File: config.mk
export PLATFORM = sky130hd
export DESIGN_NAME = audio_stream_fetch
export DESIGN_NICKNAME = d
export VERILOG_FILES = /design/src/rtl/audio_pkg.sv /design/src/rtl/audio_period_counter.sv /design/src/rtl/audio_stream_fetch.sv
export SDC_FILE = /design/constraint.sdc
export NUM_CORES = 1
export LEC_CHECK = 0
export BUFFER_PORTS_ARGS = -buffer_cell sky130_fd_sc_hd__buf_2
export CAP_MARGIN = 15
export CORE_UTILIZATION = 62
export DETAILED_ROUTE_END_ITERATION = 10
export PLACE_DENSITY = 0.88
export SYNTH_ARGS = -nofsm -noshare
export SYNTH_HDL_FRONTEND = slang
export SYNTH_SLANG_ARGS = --single-unit
File: constraint.sdc
create_clock -name clk -period 9.2 [get_ports clk]
set_input_delay 1.84 -clock clk [delete_from_list [all_inputs] [get_ports clk]]
set_output_delay 1.84 -clock clk [all_outputs]
set_load 0.01 [all_outputs]
File: src/rtl/audio_pkg.sv
// Shared types, default constants and the saturation helper for the audio stream fetcher.
package audio_pkg;

  typedef enum logic [2:0] {
    ST_IDLE,
    ST_SCAN,
    ST_READ,
    ST_WAIT,
    ST_LATCH,
    ST_MIX
  } fetch_state_t;

  localparam int NCH_DEFAULT          = 4;
  localparam int ADDR_W_DEFAULT       = 20;
  localparam int DATA_W_DEFAULT       = 16;
  localparam int CLKS_PER_SAMPLE_44K1 = 1134;
  localparam int READ_WAIT_DEFAULT    = 1;

  // Clamp a signed value into the range of a width-bit two's complement number.
  function automatic logic signed [31:0] saturate(input logic signed [31:0] value,
                                                  input int width);
    logic signed [31:0] hi;
    logic signed [31:0] lo;
    hi = (32'sd1 <<< (width - 1)) - 32'sd1;
    lo = -(32'sd1 <<< (width - 1));
    if (value > hi) return hi;
    if (value < lo) return lo;
    return value;
  endfunction

endpackage

File: src/rtl/audio_period_counter.sv
// Free-running sample period counter; sample_tick marks counter value 0.
// The first tick after reset comes one cycle after release.
module audio_period_counter
  import audio_pkg::*;
#(
  parameter int CLKS_PER_SAMPLE = CLKS_PER_SAMPLE_44K1
) (
  input  logic clk,
  input  logic reset_n,
  output logic sample_tick
);

  localparam int CNT_W = (CLKS_PER_SAMPLE > 1) ? $clog2(CLKS_PER_SAMPLE) : 1;
  localparam logic [CNT_W-1:0] CNT_LAST = CNT_W'(CLKS_PER_SAMPLE - 1);

  logic [CNT_W-1:0] cnt;
  logic             running;

  // Hold at 0 for the reset-release cycle so the tick stays low while in reset.
  always_ff @(posedge clk or negedge reset_n) begin
    if (!reset_n) begin
      cnt     <= '0;
      running <= 1'b0;
    end else begin
      running <= 1'b1;
      if (running) cnt <= (cnt == CNT_LAST) ? '0 : cnt + CNT_W'(1);
    end
  end

  assign sample_tick = running && (cnt == '0);

endmodule

File: src/rtl/audio_stream_fetch.sv
// Multi-channel SRAM audio sample fetcher: one word read per playing channel per period.
// Define AUDIO_MIX_EN to build the saturating channel mixer driving mix_out.
module audio_stream_fetch
  import audio_pkg::*;
#(
  parameter int NCH             = NCH_DEFAULT,
  parameter int ADDR_W          = ADDR_W_DEFAULT,
  parameter int DATA_W          = DATA_W_DEFAULT,
  parameter int CLKS_PER_SAMPLE = CLKS_PER_SAMPLE_44K1,
  parameter int READ_WAIT       = READ_WAIT_DEFAULT
) (
  input  logic                  clk,
  input  logic                  reset_n,
  input  logic [NCH-1:0]        start,
  input  logic [NCH-1:0]        stop,
  input  logic [NCH-1:0]        loop,
  input  logic [NCH*ADDR_W-1:0] base_addr,
  input  logic [NCH*ADDR_W-1:0] length,
  output logic [ADDR_W-1:0]     sram_addr,
  output logic                  sram_rd,
  input  logic [DATA_W-1:0]     sram_data,
  output logic [NCH*DATA_W-1:0] sample_out,
  output logic [NCH-1:0]        playing,
  output logic [NCH-1:0]        done,
  output logic                  sample_tick,
  output logic [DATA_W-1:0]     mix_out
);

  generate
    if (NCH < 1 || NCH > 8) begin : g_bad_nch
      $error("audio_stream_fetch: NCH must be in 1..8");
    end
    if (NCH * (READ_WAIT + 3) + 2 >= CLKS_PER_SAMPLE) begin : g_bad_period
      $error("audio_stream_fetch: worst-case fetch pass does not fit in one sample period");
    end
  endgenerate

  localparam int CH_W = (NCH > 1) ? $clog2(NCH) : 1;
  localparam logic [CH_W-1:0] LAST_CH   = CH_W'(NCH - 1);
  localparam logic [2:0]      WAIT_LAST = (READ_WAIT > 0) ? 3'(READ_WAIT - 1) : 3'd0;

  fetch_state_t      state, next_state;
  logic [CH_W-1:0]   ch;
  logic [2:0]        wait_cnt;
  logic [ADDR_W-1:0] offset   [NCH];
  logic [DATA_W-1:0] sample_q [NCH];
  logic [ADDR_W-1:0] cur_addr, addr_hold;
  logic              killed, restarted;
  logic [NCH-1:0]    start_ok, stop_eff, latch_hit;
  logic [NCH-1:0]    playing_q, done_q, fin_pend, fin_arm;

  audio_period_counter #(
    .CLKS_PER_SAMPLE(CLKS_PER_SAMPLE)
  ) u_period (
    .clk        (clk),
    .reset_n    (reset_n),
    .sample_tick(sample_tick)
  );

  // A start on a zero-length channel is ignored; a valid start overrides a same-cycle stop.
  always_comb begin
    start_ok  = '0;
    latch_hit = '0;
    for (int i = 0; i < NCH; i++) begin
      start_ok[i]  = start[i] && (length[i*ADDR_W +: ADDR_W] != '0);
      latch_hit[i] = (state == ST_LATCH) && (ch == CH_W'(i));
    end
  end

  assign stop_eff = stop & ~start_ok;
  assign cur_addr = base_addr[ch*ADDR_W +: ADDR_W] + offset[ch];

  always_ff @(posedge clk or negedge reset_n) begin
    if (!reset_n) state <= ST_IDLE;
    else          state <= next_state;
  end

  always_comb begin
    next_state = state;
    case (state)
      ST_IDLE:  if (sample_tick) next_state = ST_SCAN;
      ST_SCAN: begin
        if (playing_q[ch])       next_state = ST_READ;
        else if (ch == LAST_CH)  next_state = ST_MIX;
      end
      ST_READ:  next_state = (READ_WAIT == 0) ? ST_LATCH : ST_WAIT;
      ST_WAIT:  if (wait_cnt == WAIT_LAST) next_state = ST_LATCH;
      ST_LATCH: next_state = (ch == LAST_CH) ? ST_MIX : ST_SCAN;
      ST_MIX:   next_state = ST_IDLE;
      default:  next_state = ST_IDLE;
    endcase
  end

  always_comb begin
    sram_rd   = 1'b0;
    sram_addr = '0;
    case (state)
      ST_READ: begin
        sram_rd   = 1'b1;
        sram_addr = cur_addr;
      end
      ST_WAIT: sram_addr = addr_hold;
      default: ;
    endcase
  end

  // Per-fetch bookkeeping: killed drops the latch, restarted keeps the restart's offset.
  always_ff @(posedge clk or negedge reset_n) begin
    if (!reset_n) begin
      ch        <= '0;
      wait_cnt  <= '0;
      addr_hold <= '0;
      killed    <= 1'b0;
      restarted <= 1'b0;
    end else begin
      case (state)
        ST_IDLE: if (sample_tick) ch <= '0;
        ST_SCAN: begin
          wait_cnt  <= '0;
          restarted <= 1'b0;
          killed    <= stop_eff[ch];
          if (!playing_q[ch] && ch != LAST_CH) ch <= ch + CH_W'(1);
        end
        ST_READ, ST_WAIT: begin
          if (state == ST_READ) addr_hold <= cur_addr;
          else                  wait_cnt  <= wait_cnt + 3'd1;
          if (start_ok[ch]) begin
            restarted <= 1'b1;
            killed    <= 1'b0;
          end else if (stop_eff[ch]) begin
            killed <= 1'b1;
          end
        end
        ST_LATCH: if (ch != LAST_CH) ch <= ch + CH_W'(1);
        default: ;
      endcase
    end
  end

  // Finished channels keep their last sample until the MIX of the following pass.
  always_ff @(posedge clk or negedge reset_n) begin
    if (!reset_n) begin
      playing_q <= '0;
      done_q    <= '0;
      fin_pend  <= '0;
      fin_arm   <= '0;
      for (int i = 0; i < NCH; i++) begin
        offset[i]   <= '0;
        sample_q[i] <= '0;
      end
    end else begin
      done_q <= '0;
      if (state == ST_MIX) begin
        fin_arm  <= fin_pend;
        fin_pend <= '0;
      end
      for (int i = 0; i < NCH; i++) begin
        if (state == ST_MIX && fin_arm[i] && !start_ok[i]) sample_q[i] <= '0;
        if (latch_hit[i] && !killed && !stop_eff[i]) sample_q[i] <= sram_data;
        if (start_ok[i]) begin
          offset[i]    <= '0;
          playing_q[i] <= 1'b1;
          fin_pend[i]  <= 1'b0;
          fin_arm[i]   <= 1'b0;
        end else if (stop_eff[i]) begin
          playing_q[i] <= 1'b0;
          sample_q[i]  <= '0;
        end else if (latch_hit[i] && !killed && !restarted) begin
          if (offset[i] + ADDR_W'(1) == length[i*ADDR_W +: ADDR_W]) begin
            if (loop[i]) begin
              offset[i] <= '0;
            end else begin
              playing_q[i] <= 1'b0;
              done_q[i]    <= 1'b1;
              fin_pend[i]  <= 1'b1;
            end
          end else begin
            offset[i] <= offset[i] + ADDR_W'(1);
          end
        end
      end
    end
  end

  always_comb begin
    sample_out = '0;
    for (int i = 0; i < NCH; i++) sample_out[i*DATA_W +: DATA_W] = sample_q[i];
  end

  assign playing = playing_q;
  assign done    = done_q;

`ifdef AUDIO_MIX_EN
  logic signed [DATA_W+2:0] mix_sum;
  logic        [DATA_W-1:0] mix_q;

  always_comb begin
    mix_sum = '0;
    for (int i = 0; i < NCH; i++) begin
      if (playing_q[i]) mix_sum = mix_sum + (DATA_W+3)'(signed'(sample_q[i]));
    end
  end

  always_ff @(posedge clk or negedge reset_n) begin
    if (!reset_n)              mix_q <= '0;
    else if (state == ST_MIX)  mix_q <= DATA_W'(saturate(32'(mix_sum), DATA_W));
  end

  assign mix_out = mix_q;
`else
  assign mix_out = '0;
`endif

endmodule

Word-level counts from Yosys, hierarchy flattened --
Index checks and enable logic that the tools add are counted.
Cells by class: add/subtract/negate cells 8, multiply operators 1, div/mod/pow operators 0, magnitude comparators 2, eq/ne operators 34, shift-type cells 1, muxes and demuxes 131, bitwise gates (word level) 3, reductions and logical operators 82
Operators with widths (count):
- $mux 20 | 22
- $mux 16 | 16
- $add 20x1->20 const B | 4
- $eq 20x20->1 | 4
- $reduce_bool 20->1 | 4
- $shiftx 80x8->20 | 1
- $mux 1 | 71
- $bmux 20 s2 | 1
- $pmux 20 s2 | 1
- $logic_and 1x1->1 | 30
- $reduce_and 3->1 | 9
- $reduce_bool 3->1 | 9
- $add 20x20->20 | 1
- $ne 2x2->1 const B | 10
- $mux 3 | 6
- $ne 3x3->1 const B | 6
- $reduce_bool 2->1 | 9
- $pmux 3 s5 | 1
- $ne 3x1->1 const B | 4
- $add 11x1->11 const B | 1
- $eq 11x11->1 const B | 1
- $logic_not 1->1 | 11
- $logic_not 11->1 | 1
- $mux 11 | 1
- 25 further kinds | 38
Storage, ports and cells: flip-flop bits (word level) 202, latch bits 0, bits in writable memories 0, ROM bits 0, input port bits 190, output and inout port bits 110, word-level logic and storage cells 288, memories kept 0

Depth between registers and ports, before layout --
depth after elaboration 9, gate-level depth with buffers 14, gate-level depth less buffers 12

Hierarchy --
Synthesis repeated with hierarchy kept, for this count alone.
Unflattened totals: cells, all modules 1803, area, all modules 15325.9 um^2
By module, submodules not included:
- audio_stream_fetch | instances 1, cells each 1737, area each 14666.6 um^2, seq. area each 4754.6 um^2
- audio_period_counter | instances 1, cells each 66, area each 659.4 um^2, seq. area each 300.3 um^2

Least setup slack after synthesis --
No wires, ideal clock.
path type input -> output, start point input base_addr[60], end point output sram_addr[14], data arrival time 4416 ps, required time 7360 ps, setup slack 2944 ps, cell stages on the path 12, buffers on the path 0, path through mux4_2 -> ha_1 -> inv_1 -> fa_1 -> nor2b_1 -> o21ai_0 -> nand2b_1 -> a311oi_1 -> nor4b_1 -> o41a_1 -> a211oi_1 -> a21o_1
Between the ends: word-level cells in the longest chain between the ends 3
RTL lines:
- start, declared | RTL line audio_stream_fetch.sv:17 | input logic [NCH*ADDR_W-1:0] base_addr,
- $shiftx 80x8->20 | RTL line audio_stream_fetch.sv:71 | assign cur_addr = base_addr[ch*ADDR_W +: ADDR_W] + offset[ch];
- $add 20x20->20 | RTL line audio_stream_fetch.sv:71
- $pmux 20 s2 | RTL line audio_stream_fetch.sv:97 | case (state)
- end, declared | RTL line audio_stream_fetch.sv:19 | output logic [ADDR_W-1:0] sram_addr,
Every way passes these cells.

Worst setup path in the final report --
Same ends and word-level chain as after synthesis.

==> reports/metrics.cfg <==
[clock_tree]
hold_buffers=0
cts_buffers=23
cts_buffer_depth=3
clk_pin_slew_ns=0.05
clock_latency_ns=0.54
cts_resized=0
post_cts_buffers=0
cts_tree=done
root_buffer=clkbuf_16
cts_num_sinks=202
htreeDepth=1

[pwr]
power.leakage_nw=8.11
ir_drop_v=0.000153
power_density_nw_per_um2=190

[worst_setup_path]
startpoint_type=input port
crit_required_ns=7.36
worstSetupPathType=input port to primary output
path_max_fanout=3
critPathCaptureType=primary output
arrival_ns=5.07

[sta]
fin_ws_ns=2.29
finalCritPeriodShare_pct=75.1
setup_viol=0
skew_ns=0.0133
hold-worst-slack_ns=0.473
slew_violations=0
clock.fmax_mhz=145
tightest_slew_ns=1.06
hold_viol=0
grt_setup_unrepaired=false
min_period_ns=6.91
fin_setup_tns_ns=0
max_slew_margin_pct=28.8

[place]
dp_slack_ns=2.34
hpwl_mm=38.0
dp.cells=2293
portBuffers=283
globalplace.congestion=1.02

[floorplan]
initial_utilization_pct=63.9
rows=57
dieArea_um2=26000
die_x_um=161
chipHeight_um=161
core_area_um2=24600
num_io_pins=300

[synthesis]
synth_edf_count=0
seq_area_frac_synth_pct=32.2
yosys-top-cells-area=dfrtp_1, mux4_2, xnor2_1
synthDistinctLibCells=87
synth.cell_area_um2=15700
avgSynthCellArea_um2=8.65
yosysTopAreaCellShare_pct=32.2
ys.flop_type=dfrtp_1
synth_cells=1816
yosysTopAreaCell=dfrtp_1
ys_ff_latch=202
yosys_warnings=0
synthArstFlopShare_pct=100

[run]
maxCapViolCount=0

[cells_and_area]
final_core_util_pct=72.4
instances_no_fill=2334
nNetsFinal=2218
seq_area_um2=5060
fill_cells=1901
area_growth_pct=13.4
drive_above_1_share_pct=20.6
diodes=0
multiInputGateArea_um2=9810

[routing]
drtIter0Drc=2050
drt-wirelength-per-cell_um=21.9
drcViolationCount=0
routed_wl_mm=51.2
firstDrtPassIters=7
viasPerCell=6.77
ant_nets=0
via_count=15809

[run_status]
status=completed

[grt]
grt_pass1_vias=14861
antenna_found_initial=1
grt_max_degree=85
grt_pass1_wl_mm=80.7
track_usage_pct=39.2
grt_overflow=0

[hold_path]
hold_path.class=flip-flop to flip-flop

==> layout make-up <==
class	count	area share [%]
Sequential cell	202	28.4
Clock inverter	7	0.590
Tap cell	324	2.28
Inverter	43	0.906
Timing Repair Buffer	306	9.08
Clock buffer	33	3.67
Multi-Input combinational cell	1419	55.1
==> synthesized netlist by cell type, types with 16 or more instances <==
cell	count
a21o_1	37
o21ai_0	68
inv_1	42
a211oi_1	16
xnor2_1	76
nand2b_1	25
and2_1	25
nand2_1	166
or4_1	21
ha_1	32
a211o_1	16
clkbuf_1	109
nor3_1	32
a21oi_1	58
nor2_1	124
nand3_1	115
buf_2	19
xor2_1	41
or3_1	40
nor4_1	52
nor2b_1	19
buf_4	20
dfrtp_1	202
a22oi_1	70
and3_1	25
nand4_1	39
mux4_2	40
==> where the power goes <==
group | total [mW] | switching, mW | internal (mW)
sequential | 1.16 | 0.157 | 0.999
clock | 0.936 | 0.384 | 0.551
combinational | 1.29 | 0.733 | 0.559
total | 3.38 | 1.27 | 2.11
==> per-stage QoR <==
| step | instance area, µm² | power, mW |
|---|---|---|
| 6_report | 17800 | 3.38 |
| 5_1_grt | 17800 | 3.55 |
| 4_1_cts | 17800 | 3.36 |
| 3_5_place_dp | 17000 | 2.43 |
| 3_3_place_gp | 17000 | 2.38 |
| 2_1_floorplan | 15800 | 2.03 |
==> final timing paths <==
path                                     startpoint                        to  slack, ns  cells past startpoint
max                                   base_addr[60]             sram_addr[14]       2.29                     14
min                        addr_hold[6]$_DFFE_PN0P_  addr_hold[6]$_DFFE_PN0P_       0.47                      2
max reg2reg                  offset[24]$_DFFE_PN0P_    offset[33]$_DFFE_PN0P_       4.55                      8
min reg2reg                addr_hold[6]$_DFFE_PN0P_  addr_hold[6]$_DFFE_PN0P_       0.47                      2
max in group asynchronous                   reset_n         ch[1]$_DFFE_PN0P_       6.59                      2
min in group asynchronous                   reset_n    offset[26]$_DFFE_PN0P_       1.23                      1
==> metal layers <==
| layer | track usage, % | vias to the layer above | part of all wire (%) |
|---|---|---|---|
| li1 | - | 7133 | - |
| met1 | 54.2 | 7576 | 40 |
| met2 | 61.9 | 934 | 46 |
| met3 | 6.29 | 164 | 9.4 |
| met4 | 15.5 | 2 | 3.9 |
| met5 | 0 | - | 0.031 |
==> layout by cell type, fill, tap and decap left out, types with 42 or more instances in the layout <==
master	netlist	layout
inv_1	42	42
buf_2	19	282
a21oi_1	58	58
a22oi_1	70	70
nor4_1	52	51
dfrtp_1	202	200
nand2_1	166	166
nand3_1	115	115
xnor2_1	76	76
nor2_1	124	124
o21ai_0	68	68
==> critical path: stages <==
cell and delay (ns):
buf_2 0.10, mux4_2 0.46, ha_1 0.25, inv_1 0.07, fa_1 0.21, nor2b_1 0.06
o21ai_0 0.15, nand2b_1 0.13, a311oi_1 0.53, nor4b_1 0.18, o41a_1 0.51, a211oi_1 0.33
a21o_1 0.12, buf_2 0.12
==> cells by family (layout without fill, tap and decap cells) <==
group           count (synthesis)  after routing  share of synthesized area, %
simple gates                  765            765                          26.2
fa+ha+maj                      34             34                          2.74
compound gates                426            426                          19.3
flops                         202            202                          32.2
xor+xnor                      118            118                          6.67
other cells                     2             17                        0.0478
buf+inv                       210            389                          5.86
mux                            59             59                          7.10
==> flip-flops by register name, indices dropped and copies added, names as in the netlist, 4 cells and up <==
register and cells:
u_period.cnt 11, offset 80, fin_arm 4, sample_out 64, addr_hold 20, playing 4, fin_pend 4, done 4
Power figures use the tool's default switching activity.
